**src/rtl/mulu_seq_ctrl_pkg.sv**
```systemverilog
// Shared definitions for the sequential wide multiplier controller:
// default digit geometry, FSM state encoding and small elaboration helpers.
package mulu_seq_ctrl_pkg;

   // Default core operand width (matches the mulu_x3y3 X/Y width) and digits per operand
   localparam int DEF_DIG_WIDTH = 2;
   localparam int DEF_NDIG      = 4;

   // Controller states, 2-bit encoding
   typedef enum logic [1:0] {
      S_IDLE = 2'd0,
      S_MUL  = 2'd1,
      S_FIX  = 2'd2,
      S_DONE = 2'd3
   } state_t;

   // Width of the digit counters; never zero so a single-digit build still elaborates
   function automatic int cnt_width(input int ndig);
      return (ndig > 1) ? $clog2(ndig) : 1;
   endfunction

   // Bit position at which the partial product of digit pair (i, j) lands
   function automatic int pp_shift(input int i, input int j, input int dig_width);
      return dig_width * (i + j);
   endfunction

endpackage

```
**src/rtl/mulu_x3y3.sv**
```systemverilog
// Narrow combinational unsigned multiplier core: X_WIDTH x Y_WIDTH -> P_WIDTH.
// The controller time-multiplexes this single instance over all digit pairs.
module mulu_x3y3 #(
   parameter int X_WIDTH = 2,
   parameter int Y_WIDTH = 2,
   parameter int P_WIDTH = X_WIDTH + Y_WIDTH
) (
   input  logic [X_WIDTH-1:0] x,
   input  logic [Y_WIDTH-1:0] y,
   output logic [P_WIDTH-1:0] p
);

   // Full-width unsigned product; both factors widened first so no bits are lost
   always_comb begin
      p = P_WIDTH'(x) * P_WIDTH'(y);
   end

endmodule

```
**src/rtl/mulu_seq_ctrl.sv**
```systemverilog
// Sequencing controller for a wide multiply built from one narrow mulu_x3y3 core.
// Operands are taken as magnitudes, every digit pair is multiplied on its own cycle
// and accumulated at its weight, then a sign fix-up produces the final product.
module mulu_seq_ctrl
   import mulu_seq_ctrl_pkg::*;
#(
   parameter  int DIG_WIDTH = DEF_DIG_WIDTH,
   parameter  int NDIG      = DEF_NDIG,
   localparam int OP_W      = DIG_WIDTH * NDIG,
   localparam int PROD_W    = 2 * OP_W
) (
   input  logic              clk,
   input  logic              reset,
   input  logic              req_valid,
   output logic              req_ready,
   input  logic [OP_W-1:0]   req_a,
   input  logic [OP_W-1:0]   req_b,
   input  logic              req_signed,
   output logic              rsp_valid,
   input  logic              rsp_ready,
   output logic [PROD_W-1:0] rsp_p,
   output logic              rsp_sign
);

   localparam int                CNT_W    = cnt_width(NDIG);
   localparam int                CORE_W   = 2 * DIG_WIDTH;
   localparam logic [CNT_W-1:0]  LAST_DIG = CNT_W'(NDIG - 1);
   localparam logic [CNT_W-1:0]  CNT_ONE  = CNT_W'(1);

   // Two's complement magnitude; the most negative value maps onto its unsigned twin
   function automatic logic [OP_W-1:0] magnitude(input logic [OP_W-1:0] x,
                                                 input logic            is_signed);
      return (is_signed && x[OP_W-1]) ? -x : x;
   endfunction

   state_t              state_reg;
   state_t              state_next;

   logic [OP_W-1:0]     a_mag_reg;
   logic [OP_W-1:0]     b_mag_reg;
   logic                neg_reg;
   logic [PROD_W-1:0]   acc_reg;
   logic [CNT_W-1:0]    i_reg;
   logic [CNT_W-1:0]    j_reg;
   logic [PROD_W-1:0]   rsp_p_reg;
   logic                rsp_sign_reg;

   logic [DIG_WIDTH-1:0] core_x;
   logic [DIG_WIDTH-1:0] core_y;
   logic [CORE_W-1:0]    core_p;

   logic                accept;
   logic                last_pp;
   logic [PROD_W-1:0]   pp_shifted;

   // A request is taken only while idle; anything offered in other states is ignored
   assign accept  = (state_reg == S_IDLE) && req_valid;
   // The final digit pair is (NDIG-1, NDIG-1) since j runs fastest
   assign last_pp = (i_reg == LAST_DIG) && (j_reg == LAST_DIG);

   // Current partial product moved to its digit-pair weight within the accumulator
   assign pp_shifted = PROD_W'(core_p) << pp_shift(int'(i_reg), int'(j_reg), DIG_WIDTH);

   // The single shared narrow multiplier
   mulu_x3y3 #(
      .X_WIDTH (DIG_WIDTH),
      .Y_WIDTH (DIG_WIDTH),
      .P_WIDTH (CORE_W)
   ) u_core (
      .x (core_x),
      .y (core_y),
      .p (core_p)
   );

   // FSM state register
   always_ff @(posedge clk) begin
      if (reset) begin
         state_reg <= S_IDLE;
      end else begin
         state_reg <= state_next;
      end
   end

   // FSM next-state logic: IDLE -> MUL -> FIX -> DONE -> IDLE
   always_comb begin
      state_next = state_reg;
      unique case (state_reg)
         S_IDLE: begin
            if (req_valid) begin
               state_next = S_MUL;
            end
         end
         S_MUL: begin
            if (last_pp) begin
               state_next = S_FIX;
            end
         end
         S_FIX: begin
            state_next = S_DONE;
         end
         S_DONE: begin
            if (rsp_ready) begin
               state_next = S_IDLE;
            end
         end
         default: begin
            state_next = S_IDLE;
         end
      endcase
   end

   // FSM outputs: handshakes and the digit selects feeding the core
   always_comb begin
      req_ready = 1'b0;
      rsp_valid = 1'b0;
      core_x    = '0;
      core_y    = '0;
      unique case (state_reg)
         S_IDLE: begin
            // Held low while reset is asserted so nothing is offered during reset
            req_ready = !reset;
         end
         S_MUL: begin
            core_x = a_mag_reg[int'(i_reg)*DIG_WIDTH +: DIG_WIDTH];
            core_y = b_mag_reg[int'(j_reg)*DIG_WIDTH +: DIG_WIDTH];
         end
         S_FIX: begin
         end
         S_DONE: begin
            rsp_valid = 1'b1;
         end
         default: begin
         end
      endcase
   end

   // Operand capture on accept: magnitudes plus the sign of the eventual product
   always_ff @(posedge clk) begin
      if (reset) begin
         a_mag_reg <= '0;
         b_mag_reg <= '0;
         neg_reg   <= 1'b0;
      end else if (accept) begin
         a_mag_reg <= magnitude(req_a, req_signed);
         b_mag_reg <= magnitude(req_b, req_signed);
         neg_reg   <= req_signed && (req_a[OP_W-1] ^ req_b[OP_W-1]);
      end
   end

   // Digit-pair walk and accumulation; cleared on every accept
   always_ff @(posedge clk) begin
      if (reset) begin
         acc_reg <= '0;
         i_reg   <= '0;
         j_reg   <= '0;
      end else if (accept) begin
         acc_reg <= '0;
         i_reg   <= '0;
         j_reg   <= '0;
      end else if (state_reg == S_MUL) begin
         acc_reg <= acc_reg + pp_shifted;
         if (j_reg == LAST_DIG) begin
            j_reg <= '0;
            i_reg <= last_pp ? '0 : (i_reg + CNT_ONE);
         end else begin
            j_reg <= j_reg + CNT_ONE;
         end
      end
   end

   // Result register: signed fix-up applied once, then held until the next FIX
   always_ff @(posedge clk) begin
      if (reset) begin
         rsp_p_reg    <= '0;
         rsp_sign_reg <= 1'b0;
      end else if (state_reg == S_FIX) begin
         rsp_p_reg    <= neg_reg ? -acc_reg : acc_reg;
         // A zero product is never reported negative, whatever the operand signs
         rsp_sign_reg <= neg_reg && (acc_reg != '0);
      end
   end

   assign rsp_p    = rsp_p_reg;
   assign rsp_sign = rsp_sign_reg;

endmodule

```
**config.mk**
```make
export PLATFORM = sky130hd
export DESIGN_NAME = mulu_seq_ctrl
export DESIGN_NICKNAME = d
export VERILOG_FILES = /design/src/rtl/mulu_seq_ctrl_pkg.sv /design/src/rtl/mulu_x3y3.sv /design/src/rtl/mulu_seq_ctrl.sv
export SDC_FILE = /design/constraint.sdc
export NUM_CORES = 1
export LEC_CHECK = 0
export BUFFER_PORTS_ARGS = -buffer_cell sky130_fd_sc_hd__buf_2
export CORE_MARGIN = 2
export CORE_UTILIZATION = 40
export DETAILED_ROUTE_END_ITERATION = 6
export PLACE_DENSITY = 0.64
export SYNTH_ARGS = -nofsm -noshare
export SYNTH_HDL_FRONTEND = slang
export SYNTH_SLANG_ARGS = --single-unit
```
**constraint.sdc**
```tcl
create_clock -name clk -period 10.5 [get_ports clk]
set_clock_uncertainty 0.2 [all_clocks]
set_input_delay 0.525 -clock clk [delete_from_list [all_inputs] [get_ports clk]]
set_output_delay 0.525 -clock clk [all_outputs]
set_load 0.02 [all_outputs]
```
==> flow_results.org, run 1 <==
** Worst setup path
- For the worst setup path, the data required time is 10.51 ns.
- CP max-delay cell :: sky130_fd_sc_hd__ha_1
- Origin of the critical flop-to-flop path :: state_reg[1]$_SDFFE_PP0P_
- In this run the register-to-register setup slack is 6.06 ns.
- The worst setup path is launched from a flop.
- In this design, the largest share of critical-path delay is due to compound AO/OA/AOI/OAI gates.
- Reg2Reg Capture Point :: acc_reg[14]$_SDFFE_PP0P_
- Count of buffer and inverter cells on the critical path :: 1
- Category of the critical setup timing path :: flop to flop
- Sort of element at the end of the critical path :: flop
- For this run, the slowest stage of the critical path takes 0.74 ns.
- Worst Path Max Fanout :: 23
- The number of cells on the worst reg-to-reg path is 14.
- Most frequent cell on the critical path :: sky130_fd_sc_hd__ha_1
- Cell Chain, Critical Path :: inv_1 -> ha_1 -> and3_1 -> ha_1 -> ha_1 -> a21oi_1 -> nor3_1 -> ha_1 -> nor2b_1 -> o31a_1 -> o31a_1 -> a221oi_1 -> nor4_1 -> a311o_1
- Data on the critical path arrives at its endpoint at 4.44 ns.

** Placement
- Routability congestion estimate :: 0.946
- Detail Placement HPWL :: 6.42 mm
- After detailed placement, the design holds a cell count of 582.
- The count of buffers added on input and output ports is 39.
- At the placement stage, the worst setup path has a slack of 6.10 ns.

** Timing
- Setup violations remaining at the end of the flow were counted as 0.
- Post-route clock period utilization :: 42.2%
- Setup repair after global routing left no endpoint under its margin.
- Hold Vio Cnt, Final :: 0
- In the final timing run, aggregate negative setup slack is 0 ns.
- The routed design could run at a clock period as short as 4.44 ns.
- In the post-route analysis, the smallest setup slack over all paths is 6.06 ns.
- For this run, the top clock speed supported by timing is 225 MHz.
- Slew at the pin closest to its max-slew limit :: 1.08 ns
- The worst pin sits at a relative slew slack of 27.8%.
- The final-report max-slew violation count came to 0.

** Clock network
- Counting every sink on the clock net gives 56.
- Cts bufs inserted :: 5
- H-Tree Depth :: 2
- The cell sitting at the root of the clock tree is a sky130_fd_sc_hd__clkbuf_8.
- Setup Fix Bufs, Post-CTS :: 0
- Post-CTS repair changed the size of 0 cells.
- TritonCTS built the clock tree.
- Clock latency of the later-clocked register in the worst-skew pair :: 0.31 ns
- Clock-pin slew reported for the worst setup and hold paths after clock tree synthesis :: 0.10 ns
- Deepest clock path buffer count :: 2
- For this design, the CTS-stage hold fixing added 0 buffers.

** Cells and area
- 0 antenna diodes ended up in the layout.
- Fraction of final layout cells with drive strength greater than 1 :: 11.9%
- Net count of the finished layout :: 530
- Leading cell type in the layout, fill and taps excluded :: sky130_fd_sc_hd__nor2_1
- The area growth from synthesis to layout is 10.2%.
- Final-layout fill cell count :: 929
- Post-route core utilization :: 44.7%
- Most frequent cells in the layout :: 67 x sky130_fd_sc_hd__nor2_1, 56 x sky130_fd_sc_hd__dfxtp_1, 39 x sky130_fd_sc_hd__buf_2
- Final std cells w/o fill :: 590

** Route
- For this run, the detailed router's first-pass iteration total came to 6.
- Number of remaining DRC errors :: 0
- Summing over every cut layer, the via total after detailed routing is 3,267.
- WL per Instance :: 14.0 microns
- Post-detailed-route via-to-cell ratio :: 5.54
- The detailed router finished its first iteration with 141 violations.
- Count of antenna-violating nets left after detailed routing :: 0
- Routed Wire Length :: 8.25 mm

** Yosys
- The synthesized design devotes to its leading area cell type 30.4% of total area.
- Synth Area per Inst :: 8.15 sq um
- After synthesis, the cell types taking the most area are sky130_fd_sc_hd__dfxtp_1 30%, sky130_fd_sc_hd__ha_1 9.9%, sky130_fd_sc_hd__nor2_1 6.8%.
- Net count of the mapped netlist :: 504
- Summing the sequential cell areas from Yosys gives 30.4% of the chip area.
- The most used flip-flop cell after synthesis is sky130_fd_sc_hd__dfxtp_1.
- For this run, asynchronously set or reset flops after synthesis account for 0%.
- During synthesis, Yosys emitted a total of 0 warnings.
- Summed instance area of the synthesized netlist :: 3680 sq um
- Yosys cell types :: 46
- The biggest area contributor in the post-synthesis netlist is sky130_fd_sc_hd__dfxtp_1.
- #FFs+latches synth :: 56
- Yosys mapped a number of flops with a built-in enable equal to 0.
- Synthesis produced a netlist whose cell count is 452.

** GRT
- The first global-routing pass estimated 14.1 mm of wire.
- Total global-route track usage :: 17.1%
- Vias in the first global route :: 3,067
- For this run the aggregate overflow at the end of global routing stands at 0.
- Antenna violations before repair :: 0
- Largest net degree at the start of global routing :: 41

** Floorplan
- The region available for standard cell placement spans 9060 sq um.
- Chip Height :: 99.9 microns
- Initial Util :: 40.6%
- In this run the count of I/O pins placed on the die edge is 40.
- The die covers 9990 sq um.
- In this run the horizontal extent of the chip is 99.9 microns.
- Site Rows :: 35

** Min path
- The path class of the tightest hold or removal check is flop to flop.
- The worst hold path was traced through 2 stages.
- Hold EP :: a_mag_reg[7]$_SDFFE_PP0P_
- The worst hold path begins at a_mag_reg[7]$_SDFFE_PP0P_.

** Pwr
- IR drop worst, VDD :: 0.0000806 V
- Pwr dens :: 172 nW/um^2
- In this run the static leakage power is 1.66 nW.
- The design draws 0.697 mW.

** Status
- The run finished with clean final reports.

** Job
- Max capacitance violation total :: 0
==> worst max-delay path by stage <==
stage	from	to	slack, ns	depth (start not counted)
2_1_floorplan	state_reg[1]$_SDFFE_PP0P_	acc_reg[14]$_SDFFE_PP0P_	6.42	16
3_3_place_gp	state_reg[1]$_SDFFE_PP0P_	acc_reg[14]$_SDFFE_PP0P_	6.27	14
3_5_place_dp	state_reg[1]$_SDFFE_PP0P_	acc_reg[14]$_SDFFE_PP0P_	6.10	14
4_1_cts	state_reg[1]$_SDFFE_PP0P_	acc_reg[14]$_SDFFE_PP0P_	6.08	14
5_1_grt	state_reg[1]$_SDFFE_PP0P_	acc_reg[15]$_SDFFE_PP0P_	5.68	14
6_report	state_reg[1]$_SDFFE_PP0P_	acc_reg[14]$_SDFFE_PP0P_	6.06	14
==> logic make-up (layout without fill, tap and decap cells) <==
| logic type | Yosys count | count (layout) | synth area share, % |
|---|---|---|---|
| xor+xnor | 26 | 26 | 6.18 |
| flops | 56 | 56 | 30.4 |
| fa+ha+maj | 31 | 31 | 10.9 |
| buf+inv | 38 | 65 | 3.87 |
| simple gates | 167 | 167 | 20.8 |
| mux | 21 | 21 | 6.76 |
| compound gates | 113 | 113 | 21.0 |
==> per-stage QoR <==
step / hold WS [ns] / instance area, sq um
floorplan: 0.233 / 3680
global placement: 0.241 / 3950
detailed placement: 0.247 / 3950
CTS: 0.254 / 4060
global route: 0.284 / 4060
finish: 0.260 / 4060
==> synth_stat cells, drive strengths merged (14+ instances only) <==
master and instances:
mux2i 17, o21ai 24, nand3 15, dfxtp 56, a211oi 23, nand2 38
ha 29, nor2 67, xor2 14, clkbuf 19, a21oi 21, inv 17
==> per-layer routing <==
| layer | part of all wire (%) | wire length [microns] | vias to the layer above | track usage [%] |
|---|---|---|---|---|
| met5 | 0 | 0 | - | 0 |
| met2 | 50 | 4150 | 56 | 31.2 |
| met1 | 45 | 3740 | 1507 | 20.9 |
| met3 | 3.0 | 246 | 9 | 2.51 |
| met4 | 1.3 | 110 | 0 | 4.85 |
| li1 | - | - | 1695 | - |
==> tightest hold or removal path, cell delays in order (launching register included) <==
cell and delay, ns:
sky130_fd_sc_hd__dfxtp_1 0.32, sky130_fd_sc_hd__nand2_1 0.05, sky130_fd_sc_hd__a21oi_1 0.05
==> power breakdown <==
group          leakage (nW)  switching [mW]  internal (mW)
Clock                0.0558          0.0720         0.0722
Sequential            0.456          0.0303          0.255
Combinational          1.15           0.167          0.100
Total                  1.66           0.269          0.428
==> cell type report <==
type	count	area (sq um)	area share [%]
Multi-Input combinational cell	358	2420	59.6
Sequential cell	56	1120	27.6
Inverter	17	63.8	1.57
Clock buffer	6	72.6	1.79
Tap cell	111	139	3.42
Clock inverter	2	38.8	0.956
Timing Repair Buffer	40	203	5.00
(Power assumes the default switching activity.)
==> run 2: changes to the inputs <==
--- a/config.mk
+++ b/config.mk
@@ -5,6 +5,7 @@
 export SDC_FILE = /design/constraint.sdc
 export NUM_CORES = 1
 export LEC_CHECK = 0
+export ABC_AREA = 1
 export BUFFER_PORTS_ARGS = -buffer_cell sky130_fd_sc_hd__buf_2
 export CORE_MARGIN = 2
 export CORE_UTILIZATION = 40
==> constraint.sdc (replaced) <==
create_clock -name clk -period 4.4 [get_ports clk]
set_clock_uncertainty 0.2 [all_clocks]
set_input_delay 0.22 -clock clk [delete_from_list [all_inputs] [get_ports clk]]
set_output_delay 0.22 -clock clk [all_outputs]
set_load 0.02 [all_outputs]
==> run 2 against run 1 <==
Flip-flop and latch count did not move. Via count rose by 26%. Non-clock buffer count is 5 higher. Global-route usage up 2.4 points. Synthesized cell count is 46% higher. Die area increased by 12%. Clock-buffer cell count stayed put. Cell area is 14% higher. Combinational power grew to 3.6 times the previous value. First-iteration DRC count up 55%. Maximum frequency is 29% higher. Largest cell class unchanged. Highest routed layer unchanged.
==> flow_results.org, run 2 <==
** Route
- Routed vias :: 4,126 (was 3,267)
- The number of violations reported at the end of detailed-routing iteration 0 is 218 (was 141).
- The highest metal layer used by the detailed router is met4 (unchanged).
- Routed Wire Length :: 10.4 mm (was 8.25 mm)
- The number of nets with antenna violations after detailed routing is 0 (unchanged).
- The routed length on met3 came to 355 microns (was 246 microns).
- Number of remaining DRC errors :: 0 (unchanged)
- Length of the first detailed-routing pass in iterations :: 5 (was 6)
- The detailed-route vias per instance is 4.94 (was 5.54).
- WL per Instance :: 12.5 microns (was 14.0 microns)
- Met2 wirelength from detailed routing :: 4.99 mm (was 4.15 mm)
- Detailed-routing wirelength on met1 :: 4.78 mm (was 3.74 mm)

** Timing
- Slew at the pin closest to its max-slew limit :: 1.04 ns (was 1.08 ns)
- The headroom to the max-slew limit came to 30.4% (was 27.8%).
- Unrepaired setup endpoints after global routing: no (unchanged).
- The setup TNS is 0 ns (unchanged).
- Post-route clock period utilization :: 78.0% (was 42.2%)
- The total count of hold-check failures in the final report was 0 (unchanged).
- Highest clock rate :: 291 MHz (was 225 MHz)
- The final critical-path required period is 3.43 ns (was 4.44 ns).
- Max-slew violation count :: 0 (unchanged)
- The total of endpoints with negative setup slack in the final report is 0 (unchanged).

** Worst setup path
- Category of the critical setup timing path :: flop to flop (unchanged)
- Data required time of the critical path :: 4.43 ns (was 10.51 ns)
- The element type at the critical path end is a flop (unchanged).
- The peak fanout along the critical path came to 11 (was 23).
- The type of element launching the critical path is a flop (unchanged).
- Crit path DAT :: 3.46 ns (was 4.44 ns)

** Yosys
- The number of distinct library cells after synthesis is 39 (was 46).
- Number of enable flip-flop cells after synthesis :: 0 (unchanged)
- Commonest cells post-synth: 159 x sky130_fd_sc_hd__nand2_1, 115 x sky130_fd_sc_hd__inv_1, 56 x sky130_fd_sc_hd__dfxtp_1 (was 67 x sky130_fd_sc_hd__nor2_1, 56 x sky130_fd_sc_hd__dfxtp_1, 38 x sky130_fd_sc_hd__nand2_1).
- The count of warnings emitted by yosys was 0 (unchanged).
- The number of standard cells after synthesis was 661 (was 452).
- The synthesized net count is 713 (was 504).
- Most frequent cell after synthesis :: sky130_fd_sc_hd__nand2_1 (was sky130_fd_sc_hd__nor2_1)
- Most frequently used flop master after synthesis :: sky130_fd_sc_hd__dfxtp_1 (unchanged)
- The most area-hungry cell type in the Yosys netlist is sky130_fd_sc_hd__dfxtp_1 (unchanged).
- Post-synth top area share :: 27.0% (was 30.4%)
- The fraction of synthesis flops using an asynchronous set or reset pin is 0% (unchanged).
- Synth Area per Inst :: 6.28 sq um (was 8.15 sq um)
- Cell types with the largest area share after synthesis :: sky130_fd_sc_hd__dfxtp_1 27%, sky130_fd_sc_hd__nand2_1 14%, sky130_fd_sc_hd__inv_1 10% (was sky130_fd_sc_hd__dfxtp_1 30%, sky130_fd_sc_hd__ha_1 9.9%, sky130_fd_sc_hd__nor2_1 6.8%)
- Share of synthesized area occupied by flip-flops and latches :: 27.0% (was 30.4%)
- The number of synthesized register bits is 56 (unchanged).
- Summed instance area of the synthesized netlist :: 4150 sq um (was 3680 sq um)

** Pwr
- The maximum VDD drop came to 0.000209 V (was 0.0000806 V).
- The power per cell area came to 446 nW/um^2 (was 172 nW/um^2).
- Static leakage :: 2.34 nW (was 1.66 nW)
- Overall power of the completed layout :: 2.06 mW (was 0.697 mW)

** Floorplan
- The starting density of the core is 40.8% (was 40.6%).
- The floorplan core area came to 10,200 sq um (was 9060 sq um).
- Site Rows :: 37 (was 35)
- The height of the die came to 106 microns (was 99.9 microns).
- The count of pins on the block boundary is 40 (unchanged).
- The horizontal die dimension is 106 microns (was 99.9 microns).
- Total die area :: 11,200 sq um (was 9990 sq um)

** Clock network
- The TritonCTS buffer count came to 5 (unchanged).
- The source-to-sink clock delay at the later pin of the worst-skew pair came to 0.32 ns (was 0.31 ns).
- The TritonCTS clock tree is yes (unchanged).
- The number of buffers added for setup after CTS was 0 (unchanged).
- The maximum root-to-sink buffer count is 2 (unchanged).
- The number of levels the H-tree was split into came to 2 (unchanged).
- Clock root buffer :: sky130_fd_sc_hd__clkbuf_8 (unchanged)
- Clock sink total :: 56 (unchanged)
- Clock-pin slew reported for the worst setup and hold paths after clock tree synthesis :: 0.11 ns (was 0.10 ns)

** Cells and area
- Most frequent cells in the layout :: 159 x sky130_fd_sc_hd__nand2_1, 115 x sky130_fd_sc_hd__inv_1, 56 x sky130_fd_sc_hd__dfxtp_1 (was 67 x sky130_fd_sc_hd__nor2_1, 56 x sky130_fd_sc_hd__dfxtp_1, 39 x sky130_fd_sc_hd__buf_2)
- Net count of the finished layout :: 750 (was 530)
- The share of final-layout standard cells stronger than drive strength 1 came to 11.9% (about the same).
- Leading cell type in the layout, fill and taps excluded :: sky130_fd_sc_hd__nand2_1 (was sky130_fd_sc_hd__nor2_1)
- The post-synthesis to final-layout area growth is 11.0% (was 10.2%).
- The antenna diode count was 0 (unchanged).

** Placement
- Routability congestion estimate :: 0.995 (was 0.946)
- Port Buf Inserts :: 39 (unchanged)
- Detail Placement HPWL :: 8.28 mm (was 6.42 mm)

** GRT
- The largest net degree at the start of global routing is 35 (was 41).
- Wire length of the first global-routing pass :: 18.0 mm (was 14.1 mm)
- The global router's overall resource usage came to 19.5% (was 17.1%).
- The via count of the first global-routing pass came to 3,967 (was 3,067).
- The final global-route overflow total was 0 (unchanged).
- The number of antenna violations at the first check in global routing was 0 (unchanged).

** Min path
- The class of the tightest hold or removal check was primary input to flop (was flop to flop).

** Job
- The number of max-capacitance violations reported was 0 (unchanged).

** Status
- Status: complete, no violations (unchanged).
## run 2: changes by cell type after synthesis, sizes merged, moves of 11 or more
cell	delta
clkbuf	-16
inv	+109
nand2	+129
mux2i	-17
o21ai	+25
or3	-11
a21oi	+34
nand3	+34
a211oi	-21
## run 2: timing repair
action,4_1_cts,5_1_grt
endpoints found under the hold margin,5,0
resized for setup,0,0
hold buffers,5,0
## run 2: kinds of logic after synthesis
group | count (synthesis) | synth area share (%)
simple gates | 296 | 31.0
buf+inv | 142 | 13.3
compound gates | 125 | 16.6
flops | 56 | 27.0
fa+ha+maj | 31 | 9.70
xor+xnor | 11 | 2.32
## run 2: power by group
group	switching (mW)	leakage [nW]	internal (mW)
combinational	0.621	1.82	0.332
clock	0.185	0.0558	0.173
sequential	0.113	0.458	0.634
total	0.919	2.34	1.14
## run 2: path summary, 6_finish.rpt
kind	cells past startpoint	start	end	slack [ns]
setup / recovery	16	j_reg[0]$_SDFFE_PP0P_	acc_reg[12]$_SDFFE_PP0P_	0.97
hold / removal	3	req_a[1]	a_mag_reg[1]$_SDFFE_PP0P_	0.003
setup reg to reg	16	j_reg[0]$_SDFFE_PP0P_	acc_reg[12]$_SDFFE_PP0P_	0.97
hold reg to reg	2	b_mag_reg[4]$_SDFFE_PP0P_	b_mag_reg[4]$_SDFFE_PP0P_	0.27
## run 2: stage by stage
step           utilization [%]  cells  hold slack, ns  cell area, sq um  setup WS (ns)
6_report                  45.3    835         0.00282              4610          0.968
5_1_grt                   45.3    835          0.0317              4610          0.632
4_1_cts                   45.3    835         0.00231              4610          0.984
3_5_place_dp              43.7    822           0.251              4450           1.01
3_3_place_gp              43.7    822           0.250              4450           1.04
2_1_floorplan                -    661           0.151              4150           1.34
## run 2: routing by layer
layer	GRT usage [%]	vias to the layer above
li1	-	2179
met1	24.0	1845
met2	34.7	84
met3	2.33	18
met4	7.61	0
met5	0	-
## run 2: area by class of cell
type	instances	area, sq um
repair buffers	45	253
well taps	136	170
clock inverters	2	38.8
inverters	127	477
fillers	1089	5570
clock buffers	6	72.6
multi-input cells	463	2480
flip-flops and latches	56	1120
## run 2: worst max-delay path, cell delays in order (launching register included)
cell                      delay, ns
sky130_fd_sc_hd__dfxtp_1       0.56
sky130_fd_sc_hd__ha_1          0.24
sky130_fd_sc_hd__fa_1          0.50
sky130_fd_sc_hd__nor2_1        0.12
sky130_fd_sc_hd__inv_1         0.10
sky130_fd_sc_hd__nor3_1        0.20
sky130_fd_sc_hd__ha_1          0.20
sky130_fd_sc_hd__inv_1         0.06
sky130_fd_sc_hd__fa_1          0.41
sky130_fd_sc_hd__inv_1         0.10
sky130_fd_sc_hd__nand3_1       0.08
sky130_fd_sc_hd__nand3_1       0.14
sky130_fd_sc_hd__nand3_1       0.13
sky130_fd_sc_hd__nand4_1       0.10
sky130_fd_sc_hd__nand3_1       0.09
sky130_fd_sc_hd__nand2_1       0.07
sky130_fd_sc_hd__inv_1         0.03
==> run 3: changes to the inputs <==
--- a/config.mk
+++ b/config.mk
@@ -10,7 +10,7 @@
 export CORE_MARGIN = 2
 export CORE_UTILIZATION = 40
 export DETAILED_ROUTE_END_ITERATION = 6
-export PLACE_DENSITY = 0.64
+export PLACE_DENSITY = 0.66
 export SYNTH_ARGS = -nofsm -noshare
 export SYNTH_HDL_FRONTEND = slang
 export SYNTH_SLANG_ARGS = --single-unit
==> constraint.sdc (replaced) <==
create_clock -name clk -period 2.8 [get_ports clk]
set_clock_uncertainty 0.2 [all_clocks]
set_input_delay 0.14 -clock clk [delete_from_list [all_inputs] [get_ports clk]]
set_output_delay 0.14 -clock clk [all_outputs]
set_load 0.02 [all_outputs]
==> run 3 against run 2 <==
The run now ends with negative setup slack left. Sequential power increased by 58%. Global-route usage rose by 1.2 points. Via count is 7.7% higher. Critical path type unchanged. Cell area is 24% higher. First-iteration DRC count fell by 19%. Final cell count increased by 10%. Critical endpoint is now acc_reg[9]$_SDFFE_PP0P_. Sequential share of layout area is 4.4 points lower. Hold slack better by 0.024 ns. Worst setup slack lost 1.2 ns. Flip-flop and latch count unchanged.
==> flow_results.org, run 3 (synthesis gave the netlist of run 2 again) <==
** Clock network
- The total clock sinks was 56 (unchanged).
- The cell chosen for the clock root is sky130_fd_sc_hd__clkbuf_8 (unchanged).
- The clock transition at the register clock pins on the worst setup and hold paths after CTS was 0.10 ns (was 0.11 ns).
- H-Tree Depth :: 2 (unchanged)
- The maximum root-to-sink buffer count came to 2 (unchanged).
- Cts bufs inserted :: 5 (unchanged)
- Clock latency of the later-clocked register in the worst-skew pair :: 0.31 ns (was 0.32 ns)
- The TritonCTS clock tree is yes (unchanged).

** Cells and area
- Most frequent cells in the layout: 140 x sky130_fd_sc_hd__nand2_1, 108 x sky130_fd_sc_hd__inv_1, 66 x sky130_fd_sc_hd__buf_4 (was 159 x sky130_fd_sc_hd__nand2_1, 115 x sky130_fd_sc_hd__inv_1, 56 x sky130_fd_sc_hd__dfxtp_1).
- The sequential cell area is 1140 sq um (was 1120 sq um).
- The antenna diode count was 0 (unchanged).
- Post-route core utilization :: 56.0% (was 45.3%)
- Area Growth Syn to Fin :: 37.2% (was 11.0%)
- The share of final-layout standard cells stronger than drive strength 1 was 30.1% (was 11.9%).
- The final net count came to 835 (was 750).
- The area of the multi-input gates is 2870 sq um (was 2480 sq um).
- Leading cell type in the layout, fill and taps excluded :: sky130_fd_sc_hd__nand2_1 (unchanged)
- The number of fill cells in the layout is 980 (was 1,089).

** Floorplan
- Initial Util :: 40.8% (unchanged)
- Site Rows :: 37 (unchanged)
- Die W :: 106 microns (unchanged)
- Total die area :: 11,200 sq um (unchanged)
- Chip Height :: 106 microns (unchanged)
- Core area :: 10,200 sq um (unchanged)
- Top-level I/O count :: 40 (unchanged)

** Placement
- Routability congestion estimate :: 0.910 (was 0.995)
- Detail Placement HPWL :: 8.59 mm (was 8.28 mm)
- Port Buf Inserts :: 39 (unchanged)

** GRT
- The largest net degree at the start of global routing came to 29 (was 35).
- The via count of the first global-routing pass is 4,377 (was 3,967).
- The final global-route overflow total came to 0 (unchanged).
- The global-route wire length before repair was 19.2 mm (was 18.0 mm).
- Antenna violations before repair :: 0 (unchanged)
- Total global-route track usage :: 20.7% (was 19.5%)

** Worst setup path
- Sort of element at the end of the critical path :: flop (unchanged)
- Data required time of the critical path :: 2.82 ns (was 4.43 ns)
- The critical path start-end classification was flop to flop (unchanged).
- Crit path launch type :: flop (unchanged)
- The setup slack of the worst register-to-register path came to -0.25 ns (was 0.97 ns).
- Crit path DAT :: 3.07 ns (was 3.46 ns)
- Worst Path Max Fanout :: 6 (was 11)

** Route
- The number of nets with antenna violations after detailed routing came to 0 (unchanged).
- The wire length per cell after detailed routing is 12.3 microns (was 12.5 microns).
- Routed vias :: 4,444 (was 4,126)
- Routed Wire Length :: 11.3 mm (was 10.4 mm)
- Length of the first detailed-routing pass in iterations :: 4 (was 5)
- Post-detailed-route via-to-cell ratio :: 4.83 (was 4.94)
- Number of remaining DRC errors :: 0 (unchanged)
- Initial DRC count :: 177 (was 218)

** Timing
- Tmin final :: 3.05 ns (was 3.43 ns)
- Hold Vio Cnt, Final :: 0 (unchanged)
- Slew margin rel. :: 44.0% (was 30.4%)
- Slew at the pin closest to its max-slew limit :: 0.839 ns (was 1.04 ns)
- Unrepaired setup endpoints after global routing: yes (was no).
- The post-layout worst setup margin came to -0.246 ns (was 0.968 ns).
- Final setup violation count :: 13 (was 0)
- The final-report max-slew violation count came to 0 (unchanged).
- Post-route clock period utilization :: 109% (was 78.0%)
- The achievable clock frequency is 328 MHz (was 291 MHz).

** Min path
- The class of the tightest hold or removal check was primary input to flop (unchanged).

** Status
- The checks that failed: negative setup slack.
- Status :: finished, violations left (was complete, no violations)

** Job
- The number of max-capacitance violations reported was 0 (unchanged).

** Pwr
- The power per cell area came to 622 nW/um^2 (was 446 nW/um^2).
- The leakage power came to 2.77 nW (was 2.34 nW).
- IR drop worst, VDD :: 0.000346 V (was 0.000209 V)
- Overall power of the completed layout :: 3.54 mW (was 2.06 mW)
[run 3: metal layers]
| layer | part of all wire (%) | global-route usage, % | vias up |
|---|---|---|---|
| met5 | 0 | 0 | - |
| met4 | 2.8 | 7.24 | 0 |
| met3 | 2.5 | 2.15 | 21 |
| met2 | 50 | 38.5 | 84 |
| met1 | 45 | 24.7 | 1998 |
| li1 | - | - | 2341 |
[run 3: area by class of cell]
type                            instances  share of cell area [%]
Clock buffer                            6                    1.45
Clock inverter                          2                   0.241
Inverter                              127                    8.36
Multi-Input combinational cell        463                    50.4
Sequential cell                        56                    19.9
Tap cell                              136                    2.99
Timing Repair Buffer                  130                    16.7
[run 3: report_power, final]
group | switching [mW] | internal, mW
sequential | 0.184 | 1.00
clock | 0.279 | 0.203
combinational | 1.09 | 0.785
total | 1.56 | 1.99
[run 3: critical path: stages (launching register included)]
cell and delay [ns]:
sky130_fd_sc_hd__dfxtp_4 0.39, sky130_fd_sc_hd__buf_6 0.13, sky130_fd_sc_hd__a21oi_2 0.12, sky130_fd_sc_hd__o21ai_1 0.09
sky130_fd_sc_hd__nand3_2 0.10, sky130_fd_sc_hd__a21oi_2 0.05, sky130_fd_sc_hd__ha_4 0.18, sky130_fd_sc_hd__ha_4 0.29
sky130_fd_sc_hd__nand2_4 0.08, sky130_fd_sc_hd__a21oi_2 0.15, sky130_fd_sc_hd__ha_1 0.25, sky130_fd_sc_hd__or2_4 0.24
sky130_fd_sc_hd__nand3b_1 0.14, sky130_fd_sc_hd__nand2_2 0.13, sky130_fd_sc_hd__nand2_2 0.09, sky130_fd_sc_hd__nand2_1 0.05
sky130_fd_sc_hd__nand2_1 0.07, sky130_fd_sc_hd__nand3_2 0.10, sky130_fd_sc_hd__nand2_1 0.08, sky130_fd_sc_hd__inv_1 0.04
[run 3: through the flow]
step	instances	setup WS [ns]	cell area, sq um	hold slack, ns	setup TNS (ns)
finish	920	-0.246	5700	0.0266	-1.94
global route	920	-0.417	5700	0.0444	-4.32
CTS	909	-0.191	5430	0.0150	-1.94
detailed placement	875	-0.392	4950	0.207	-3.91
global placement	875	-0.337	4950	0.201	-3.16
floorplan	661	-0.0389	4280	0.0713	-0.147
[run 3: timing repair]
action	4_1_cts	5_1_grt
setup buffers	8	11
gates cloned	0	0
hold endpoints to repair	16	0
hold buffers	18	0
endpoints found under the setup margin	15	15
pin swaps	27	24
gates resized for setup	38	47
[run 3: final timing paths]
path	startpoint	endpoint	cells past startpoint
max	j_reg[0]$_SDFFE_PP0P_	acc_reg[9]$_SDFFE_PP0P_	19
min	req_a[3]	a_mag_reg[3]$_SDFFE_PP0P_	3
max reg2reg	j_reg[0]$_SDFFE_PP0P_	acc_reg[9]$_SDFFE_PP0P_	19
min reg2reg	a_mag_reg[7]$_SDFFE_PP0P_	a_mag_reg[7]$_SDFFE_PP0P_	2
